$ cat config.mk
export PLATFORM = sky130hd
export DESIGN_NAME = tinyloader
export DESIGN_NICKNAME = d
export VERILOG_FILES = /design/src/rtl/tinyloader.sv
export SDC_FILE = /design/constraint.sdc
export NUM_CORES = 1
export LEC_CHECK = 0
export CAP_MARGIN = 25
export CORE_MARGIN = 2
export CORE_UTILIZATION = 30
export CTS_BUF_LIST = sky130_fd_sc_hd__clkbuf_4 sky130_fd_sc_hd__clkbuf_8 sky130_fd_sc_hd__clkbuf_16
export DETAILED_ROUTE_END_ITERATION = 10
export HOLD_SLACK_MARGIN = 0.06
export PLACE_DENSITY = 0.55
export SYNTH_ARGS = -nofsm -noshare
export SYNTH_HDL_FRONTEND = slang
export SYNTH_SLANG_ARGS = --single-unit
$ cat constraint.sdc
create_clock -name clk -period 2.22 [get_ports clk]
set_input_delay 0.444 -clock clk [delete_from_list [all_inputs] [get_ports clk]]
set_output_delay 0.444 -clock clk [all_outputs]
set_load 0.01 [all_outputs]
$ cat src/rtl/tinyloader.sv
// -----------------------------------------------------------------------------
// tinyloader
//
// Byte-stream program loader for the tinycpu system. Receives a framed image
//   count_hi, count_lo, N x (word_hi, word_lo), checksum
// over a valid/ready byte interface. Each word goes to the RAM write port,
// starting at address 0. The checksum byte is the XOR of every earlier byte in
// the frame. The CPU is held while a load runs. The CPU gets a one-cycle run
// pulse only when the checksum matches.
//
// Ports
//   clk       : sole clock, rising edge
//   reset     : asynchronous, active-low reset
//   start     : begin a load (sampled only in IDLE, DONE and ERR)
//   rx_valid  : source has a byte available
//   rx_data   : byte value
//   rx_ready  : loader can accept a byte (decoded from state, registered)
//   mem_we    : RAM write strobe
//   mem_addr  : RAM write address (also the running address counter)
//   mem_d     : RAM write data (also the word assembly register)
//   cpu_hold  : keeps the CPU stopped while high
//   cpu_run   : one-cycle start pulse to the CPU
//   busy      : a load is in progress
//   done      : last load succeeded (sticky until the next start)
//   err       : last load failed (sticky until the next start)
//
// All outputs are registers. Each is loaded from the next-state decode, so an
// output always agrees with the state it belongs to. Nothing combinational
// runs from rx_valid to rx_ready.
// -----------------------------------------------------------------------------
module tinyloader #(
  parameter int AW = 12,
  parameter int DW = 16   // fixed at 16 by the frame format
) (
  input  logic          clk,
  input  logic          reset,
  input  logic          start,
  input  logic          rx_valid,
  input  logic [7:0]    rx_data,
  output logic          rx_ready,
  output logic          mem_we,
  output logic [AW-1:0] mem_addr,
  output logic [DW-1:0] mem_d,
  output logic          cpu_hold,
  output logic          cpu_run,
  output logic          busy,
  output logic          done,
  output logic          err
);

  typedef enum logic [3:0] {
    S_IDLE,
    S_CNTH,
    S_CNTL,
    S_DATH,
    S_DATL,
    S_WR,
    S_CSUM,
    S_RUN,
    S_DONE,
    S_ERR
  } state_t;

  state_t      state;
  state_t      state_n;

  logic [7:0]  cnt_hi;     // count high byte, held until the low byte arrives
  logic [7:0]  csum;       // running XOR of all accepted header/data bytes
  logic [15:0] remaining;  // words still to be written

  logic        xfer;
  logic [15:0] count_full;
  logic        count_too_big;
  logic        last_word;

  // A byte moves only when the source offers one and the registered ready is
  // high. Ready is high only in the byte-receiving states.
  assign xfer       = rx_valid && rx_ready;
  assign count_full = {cnt_hi, rx_data};

  // The image may fill the whole RAM (N = 2^AW) but no more. The compare is
  // done in 32 bits, so N = 2^AW is still representable when AW = 16.
  assign count_too_big = (32'(count_full) > (32'd1 << AW));
  assign last_word     = (remaining == 16'd1);

  // Next-state decode
  // NOTE: every signal written in an always_comb block gets a default value
  // at the top. A path that skips the assignment would otherwise infer a latch.
  always_comb begin
    state_n = state;
    unique case (state)
      S_IDLE, S_DONE, S_ERR: begin
        if (start) state_n = S_CNTH;
      end
      S_CNTH: begin
        if (xfer) state_n = S_CNTL;
      end
      S_CNTL: begin
        if (xfer) begin
          if (count_too_big)            state_n = S_ERR;
          else if (count_full == 16'd0) state_n = S_CSUM;
          else                          state_n = S_DATH;
        end
      end
      S_DATH: begin
        if (xfer) state_n = S_DATL;
      end
      S_DATL: begin
        if (xfer) state_n = S_WR;
      end
      S_WR: begin
        state_n = last_word ? S_CSUM : S_DATH;
      end
      S_CSUM: begin
        if (xfer) state_n = (rx_data == csum) ? S_RUN : S_ERR;
      end
      S_RUN: begin
        state_n = S_DONE;
      end
      default: begin
        state_n = S_IDLE;
      end
    endcase
  end

  // State, datapath and registered outputs
  // NOTE: every register in this block uses a non-blocking assignment (<=).
  // Then all right-hand sides see values from before the edge, whatever order
  // the statements are written in.
  always_ff @(posedge clk or negedge reset) begin
    if (!reset) begin
      state     <= S_IDLE;
      cnt_hi    <= '0;
      csum      <= '0;
      remaining <= '0;
      rx_ready  <= 1'b0;
      mem_we    <= 1'b0;
      mem_addr  <= '0;
      mem_d     <= '0;
      cpu_hold  <= 1'b0;
      cpu_run   <= 1'b0;
      busy      <= 1'b0;
      done      <= 1'b0;
      err       <= 1'b0;
    end else begin
      state <= state_n;

      // Outputs follow the state being entered, so each one is valid in the
      // same cycle as that state. done and err are sticky only in the sense
      // that DONE and ERR are held until the next start. Leaving either state
      // clears the flag on the same edge that raises busy.
      rx_ready <= (state_n inside {S_CNTH, S_CNTL, S_DATH, S_DATL, S_CSUM});
      mem_we   <= (state_n == S_WR);
      cpu_run  <= (state_n == S_RUN);
      busy     <= (state_n inside {S_CNTH, S_CNTL, S_DATH, S_DATL, S_WR,
                                   S_CSUM, S_RUN});
      // On a failed load the hold stays up, so a partial image is never run.
      cpu_hold <= (state_n inside {S_CNTH, S_CNTL, S_DATH, S_DATL, S_WR,
                                   S_CSUM, S_ERR});
      done     <= (state_n == S_DONE);
      err      <= (state_n == S_ERR);

      unique case (state)
        S_IDLE, S_DONE, S_ERR: begin
          if (start) begin
            csum     <= '0;
            mem_addr <= '0;
          end
        end
        S_CNTH: begin
          if (xfer) begin
            cnt_hi <= rx_data;
            csum   <= csum ^ rx_data;
          end
        end
        S_CNTL: begin
          if (xfer) begin
            remaining <= count_full;
            csum      <= csum ^ rx_data;
          end
        end
        // mem_d doubles as the word assembly register. Its value only matters
        // while mem_we is high, and both halves are complete by then.
        S_DATH: begin
          if (xfer) begin
            mem_d <= {rx_data, mem_d[7:0]};
            csum  <= csum ^ rx_data;
          end
        end
        S_DATL: begin
          if (xfer) begin
            mem_d <= {mem_d[15:8], rx_data};
            csum  <= csum ^ rx_data;
          end
        end
        S_WR: begin
          // The address is AW bits wide. After a full 2^AW-word image it wraps
          // to 0, and no extra write happens.
          mem_addr  <= mem_addr + 1'b1;
          remaining <= remaining - 16'd1;
        end
        default: begin
        end
      endcase
    end
  end

endmodule
# --- Word-level counts from Yosys, hierarchy flattened ---
# Cells that the tools add are included.
classes:
  addsub: 2
  n_lt_le_gt_ge: 1
  muxes: 21
  reduce_logical: 17
  eq_ne: 23
  bitwise: 3
op_table:
  columns: ["op", "count"]
  rows:
  - ["one-hot mux 16 bit (2 select lines)", 2]
  - ["== test 4 x 3 -> 1 bit, second input constant", 8]
  - ["2-to-1 mux 16 bit", 2]
  - ["2-to-1 mux 4 bit", 8]
  - ["one-hot mux 4 bit (8 select lines)", 1]
  - ["2-to-1 mux 8 bit", 3]
  - ["one-hot mux 12 bit (2 select lines)", 1]
  - ["== test 16 x 1 -> 1 bit, second input constant", 1]
  - ["== test 4 x 2 -> 1 bit, second input constant", 4]
  - ["== test 4 bit, second input constant", 4]
  - ["> comparator 16 x 13 -> 1 bit, second input constant", 1]
  - ["zero test 16 bit", 1]
  - ["one-hot mux 8 bit (2 select lines)", 1]
  - ["subtractor 16 x 1 -> 16 bit, second input constant", 1]
  - ["nonzero test 7 bit", 2]
  - ["adder 12 x 1 -> 12 bit, second input constant", 1]
  - ["2-to-1 mux 12 bit", 1]
  - ["AND reduction 3 bit", 3]
  - ["== test 4 x 1 -> 1 bit, second input constant", 2]
  - ["== test 8 bit", 1]
  - ["bitwise XOR 8 bit", 1]
  - ["2-to-1 mux 3 bit", 2]
  - ["AND reduction 2 bit", 3]
  - ["nonzero test 2 bit", 3]
  - ["other kinds (8)", 10]
totals:
  reg_bits: 71
  out_inout_bits: 35
  elab_cells: 81

# --- Depth between registers and ports, before layout ---
logic_depth:
  ltp_word: 7
  ltp_mapped: 8
  mapped_depth_nobuf: 8

# --- Worst setup path after synthesis ---
# No wires, ideal clock.
synth_timing:
  path_type: "reg2reg"
  startpoint: "register remaining[3]"
  endpoint: "register remaining[14]"
  setup_ns: 0.126
  path_slack_ns: 0.099
  stages_incl_launch_ff: 8
  period_less_slack_ns: 2.121
  t_required_ns: 2.094
  n_path_buf: 2
  arrival_time_ns: 1.995
  cell_sequence: "dfrtp_1 or4_1 buf_2 or3_1 buf_6 nor2_8 o21ai_1 a221o_1"
synth_between:
  elab_chain_cells: 2
synth_lines:
  columns: ["item", "line", "source"]
  rows:
  - ["start, declared", "69", "logic [15:0] remaining;"]
  - ["start signal, assigned", "178", "remaining <= count_full;"]
  - ["start signal, assigned", "200", "remaining <= remaining - 16'd1;"]
  - ["subtractor 16 x 1 -> 16 bit", "200", null]
  - ["one-hot mux 16 bit (2 select lines)", "163", "unique case (state)"]
# Every way passes these cells.
# A chain may end at the register's enable or synchronous reset.

# --- Final worst setup path ---
layout_timing:
  startpoint: "input port rx_valid"
  endpoint: "register rx_ready"
layout_between:
  elab_chain_cells: 5
  elab_cells_between_ends: 13
  classes_between: "eq/ne (5); mux (6); reduce/logical (2)"
layout_lines:
  columns: ["item", "line", "source"]
  rows:
  - ["start, declared", "38", "input logic rx_valid,"]
  - ["logical AND 1 bit *", "78", "assign xfer = rx_valid && rx_ready;"]
  - ["2-to-1 mux 4 bit, on equally long branches", null, null]
  - ["one-hot mux 4 bit (8 select lines) *", "91", "unique case (state)"]
  - ["net state_n[2]", "65", "state_t state_n;"]
  - ["== test 4 x 1 -> 1 bit (tied with other cells)", "152", "rx_ready <= (state_n inside {S_CNTH, S_CNTL, S_DATH, S_DATL, S_CSUM});"]
  - ["nonzero test 5 bit *", "152", null]
  - ["end signal, assigned", "152", null]
  - ["end, declared", "40", "output logic rx_ready,"]
# Mark *: on every way through the listed nets, which the timed path passes. The rest lies on a longest branch.

==> impl_metrics.env <==
export IMPL_status="finished, final reports clean"
export IMPL_dp_slack_ns=-0.243
export IMPL_dp_cells=557
export IMPL_crit_chain="clkdlybuf4s50_1, nand2_2, or4_1, or4_4, o211ai_2, mux2i_1"
export IMPL_clock_sinks=71
export IMPL_drtIter0Drc=106
export IMPL_worstSetupStartpointType="input port"
export IMPL_critPathRequiredTime_ns=2.48
export IMPL_p_clk_share_pct=23.5
export IMPL_synth_edf_count=0
export IMPL_die_w_um=113
export IMPL_fin_crit_ns=2.12
export IMPL_finalWorstSetupSlack_ns=0.105
export IMPL_fin_nets=442
export IMPL_drv_slew=0
export IMPL_critical_path_slowest_cell="or4_4"
export IMPL_gp_congestion=0.872
export IMPL_hold_viol=0
export IMPL_yosys_register_bits=71
export IMPL_routed_wl_um=9140
export IMPL_slowest_delay_ns=0.53
export IMPL_internal_power_mw=3.80
export IMPL_end_kind="flip-flop"
export IMPL_cts_clk_slew_worst_paths_ns=0.06
export IMPL_drv_cap=0
export IMPL_drc_errors=0
export IMPL_syn_avg_cell_area_sq_um=10.5
export IMPL_hp_class="in2async"
export IMPL_timing_worst_setup_path_type="in2reg"
export IMPL_setup_violations_final=0
export IMPL_ys_seq_area_share_pct=50.2
export IMPL_met2_length_um=4220
export IMPL_power_frac_seq_pct=36.7
export IMPL_cts_hold_buffers=0
export IMPL_grt_max_degree=30
export IMPL_vias=2970
export IMPL_fin_tns_setup_ns=0
export IMPL_met3_length_um=462
export IMPL_clk_latency_ns=0.34
export IMPL_comb_power_share_pct=39.8
export IMPL_syn_area_sq_mm=0.00354
export IMPL_io_pins=47
export IMPL_drive_above_1_share_pct=26.4
export IMPL_seq_area_sq_mm=0.00178
export IMPL_synthesis_instances=337
export IMPL_cts_tree="built"
export IMPL_syn_num_nets=352
export IMPL_p_sw_mw=2.03
export IMPL_htree_levels=3
export IMPL_rsz0062_at_grt="false"
export IMPL_vias_per_cell=5.17
export IMPL_clockRootBuffer="clkbuf_16"
export IMPL_arrival_ns=2.37
export IMPL_fillers=1104
export IMPL_cts_inserted_buffers=9
export IMPL_wl_met1_um=4370
export IMPL_drtPass1Iterations=4
export IMPL_worst_pin_slew_ns=0.609
export IMPL_hpwl_um=6600
export IMPL_initial_core_util_pct=30.9
export IMPL_grt_ovfl_total=0
export IMPL_ant_nets=0
export IMPL_ys_async_sr_fraction_pct=100
export IMPL_finalCritPeriodShare_pct=95.3
export IMPL_p_total_mw=5.84
export IMPL_grt_pass1_vias=3015
export IMPL_synth_cell_types=54
export IMPL_die_area_sq_mm=0.0127
export IMPL_slew_headroom_pct=59.4
export IMPL_swShare_pct=34.8
export IMPL_max_freq_mhz=473
export IMPL_track_usage_pct=15.3
export IMPL_leakagePower_nw=2.17
export IMPL_instances_no_fill=575
export IMPL_final_setup_skew_ns=0.00436
export IMPL_top_layer="met4"
export IMPL_synthFlopType="dfrtp_1"
export IMPL_path_max_fanout=4
export IMPL_die_h_um=113
export IMPL_io_buffers=46
export IMPL_antenna_found_initial=0
export IMPL_coreArea_sq_mm=0.0115
export IMPL_fp_row_count=39
export IMPL_peakVddDrop_mv=0.584
export IMPL_grt_pass1_wl_um=15200
export IMPL_cts_path_max_buffers=2
export IMPL_multiInputGateArea_sq_mm=0.00169
export IMPL_wire_per_inst_um=15.9
export IMPL_rrSetupSlack_ns=0.10
export IMPL_syn_to_final_growth_pct=36.9
export IMPL_n_antenna_cell=0
export IMPL_power_density_mw_per_mm2=1200
export IMPL_yosys_warnings=0
export IMPL_utilization_pct=42.2
[final cells by class]
class	count	share of cell area, %
clock inverter	5	0.672
inverter	9	0.697
sequential	71	36.7
clock buffer	11	5.22
timing repair buffer	99	18.1
tap	143	3.69
multi-input combinational	237	34.9
[per-stage QoR]
step	hold WS, ns	area, sq um
finish	0.119	4840
global route	0.155	4840
CTS	0.133	4790
detailed placement	0.486	4490
global placement	0.476	4490
floorplan	0.148	3540
[synthesized netlist by cell type, drive strengths merged, types with 2 or more instances]
cell	n	area, sq um
a211oi	5	37.5
a21o	10	75.1
a21oi	5	25.0
a22oi	2	15.0
a311oi	2	17.5
a31oi	3	18.8
and2	3	18.8
and3	4	25.0
buf	6	35.0
clkbuf	14	52.6
dfrtp	71	1780
ha	3	37.5
inv	9	33.8
mux2	24	270
mux2i	4	40.0
nand2	23	88.8
nand2b	4	25.0
nand3	18	90.1
nand4	2	12.5
nor2	20	91.3
nor2b	3	18.8
nor3	10	60.1
nor3b	10	80.1
nor4	10	75.1
o211ai	9	72.6
o21ai	25	125
o311ai	3	26.3
o31ai	4	30.0
or3	5	31.3
or4	5	45.0
xor2	9	78.8
[power by group through the flow]
stage          clock network (mW)  registers [mW]  logic (mW)
6_report                     1.37            2.14        2.32
5_1_grt                      1.48            2.22        2.57
4_1_cts                      1.42            2.14        2.31
3_5_place_dp                    0            2.15        2.25
3_3_place_gp                    0            2.15        2.22
2_1_floorplan                   0            2.16        1.24
[cells in the final DEF, fill, tap and decap left out, types with 3 or more instances in the layout]
cell	n
mux2i_1	4
o311ai_0	3
nand3_1	16
dfrtp_1	71
or3_1	5
nor3_1	8
nand2b_1	4
clkdlybuf4s50_1	45
clkinvlp_4	3
a21o_1	10
o21ai_0	24
mux2_2	24
buf_4	51
ha_1	3
or4_4	3
nand2_1	22
o211ai_1	8
nor2_1	19
a21oi_1	5
and3_1	4
inv_1	9
nor4_1	4
nor2b_1	3
a31oi_1	3
xor2_1	9
o31ai_1	3
a211oi_1	5
nor4_2	6
clkbuf_16	9
nor3b_1	9
[critical path, delay by kind of cell]
family                 cells  cell delay, ns
AOI/OAI and AO/OA          1            0.12
and+or+nand+nor            3            1.10
muxes                      1            0.21
buffers and inverters      1            0.50
[routing by layer]
metal  global-route usage [%]  vias to the layer above
li1                         -                     1420
met1                     20.4                     1459
met2                     24.4                       83
met3                     4.97                        8
met4                     3.33                        0
met5                        0                        -
[worst paths after layout]
check / cells after the start / start / end
setup / recovery: 6 / rx_valid / rx_ready
hold / removal: 1 / reset / state[0]
setup reg to reg: 5 / remaining[3] / remaining[14]
hold reg to reg: 1 / mem_addr[11] / mem_addr[11]
max in group asynchronous: 2 / reset / mem_d[8]
min in group clk: 1 / mem_addr[11] / mem_addr[11]
[flip-flops by register name, indices dropped and copies added (netlist names), 4 cells and up]
name and flops:
state 4, cnt_hi 8, mem_d 16, remaining 16, csum 8, mem_addr 12
[logic make-up after synthesis]
logic type / count (synthesis) / synth area share, %
buffers and inverters: 29 / 3.43
AO/OA/AOI/OAI: 76 / 14.6
adder cells (fa/ha/maj): 3 / 1.06
XOR/XNOR: 9 / 2.23
multiplexers: 28 / 8.77
AND/OR/NAND/NOR: 121 / 19.7
flip-flops: 71 / 50.2
[repair_timing]
item / 4_1_cts / 5_1_grt
cloned: 0 / 0
gates resized for setup: 0 / 9
buffers inserted: 2 / 0
setup endpoints to repair: 2 / 7
pin swaps: 1 / 2
Note: power is estimated with default switching activity, not from simulation.
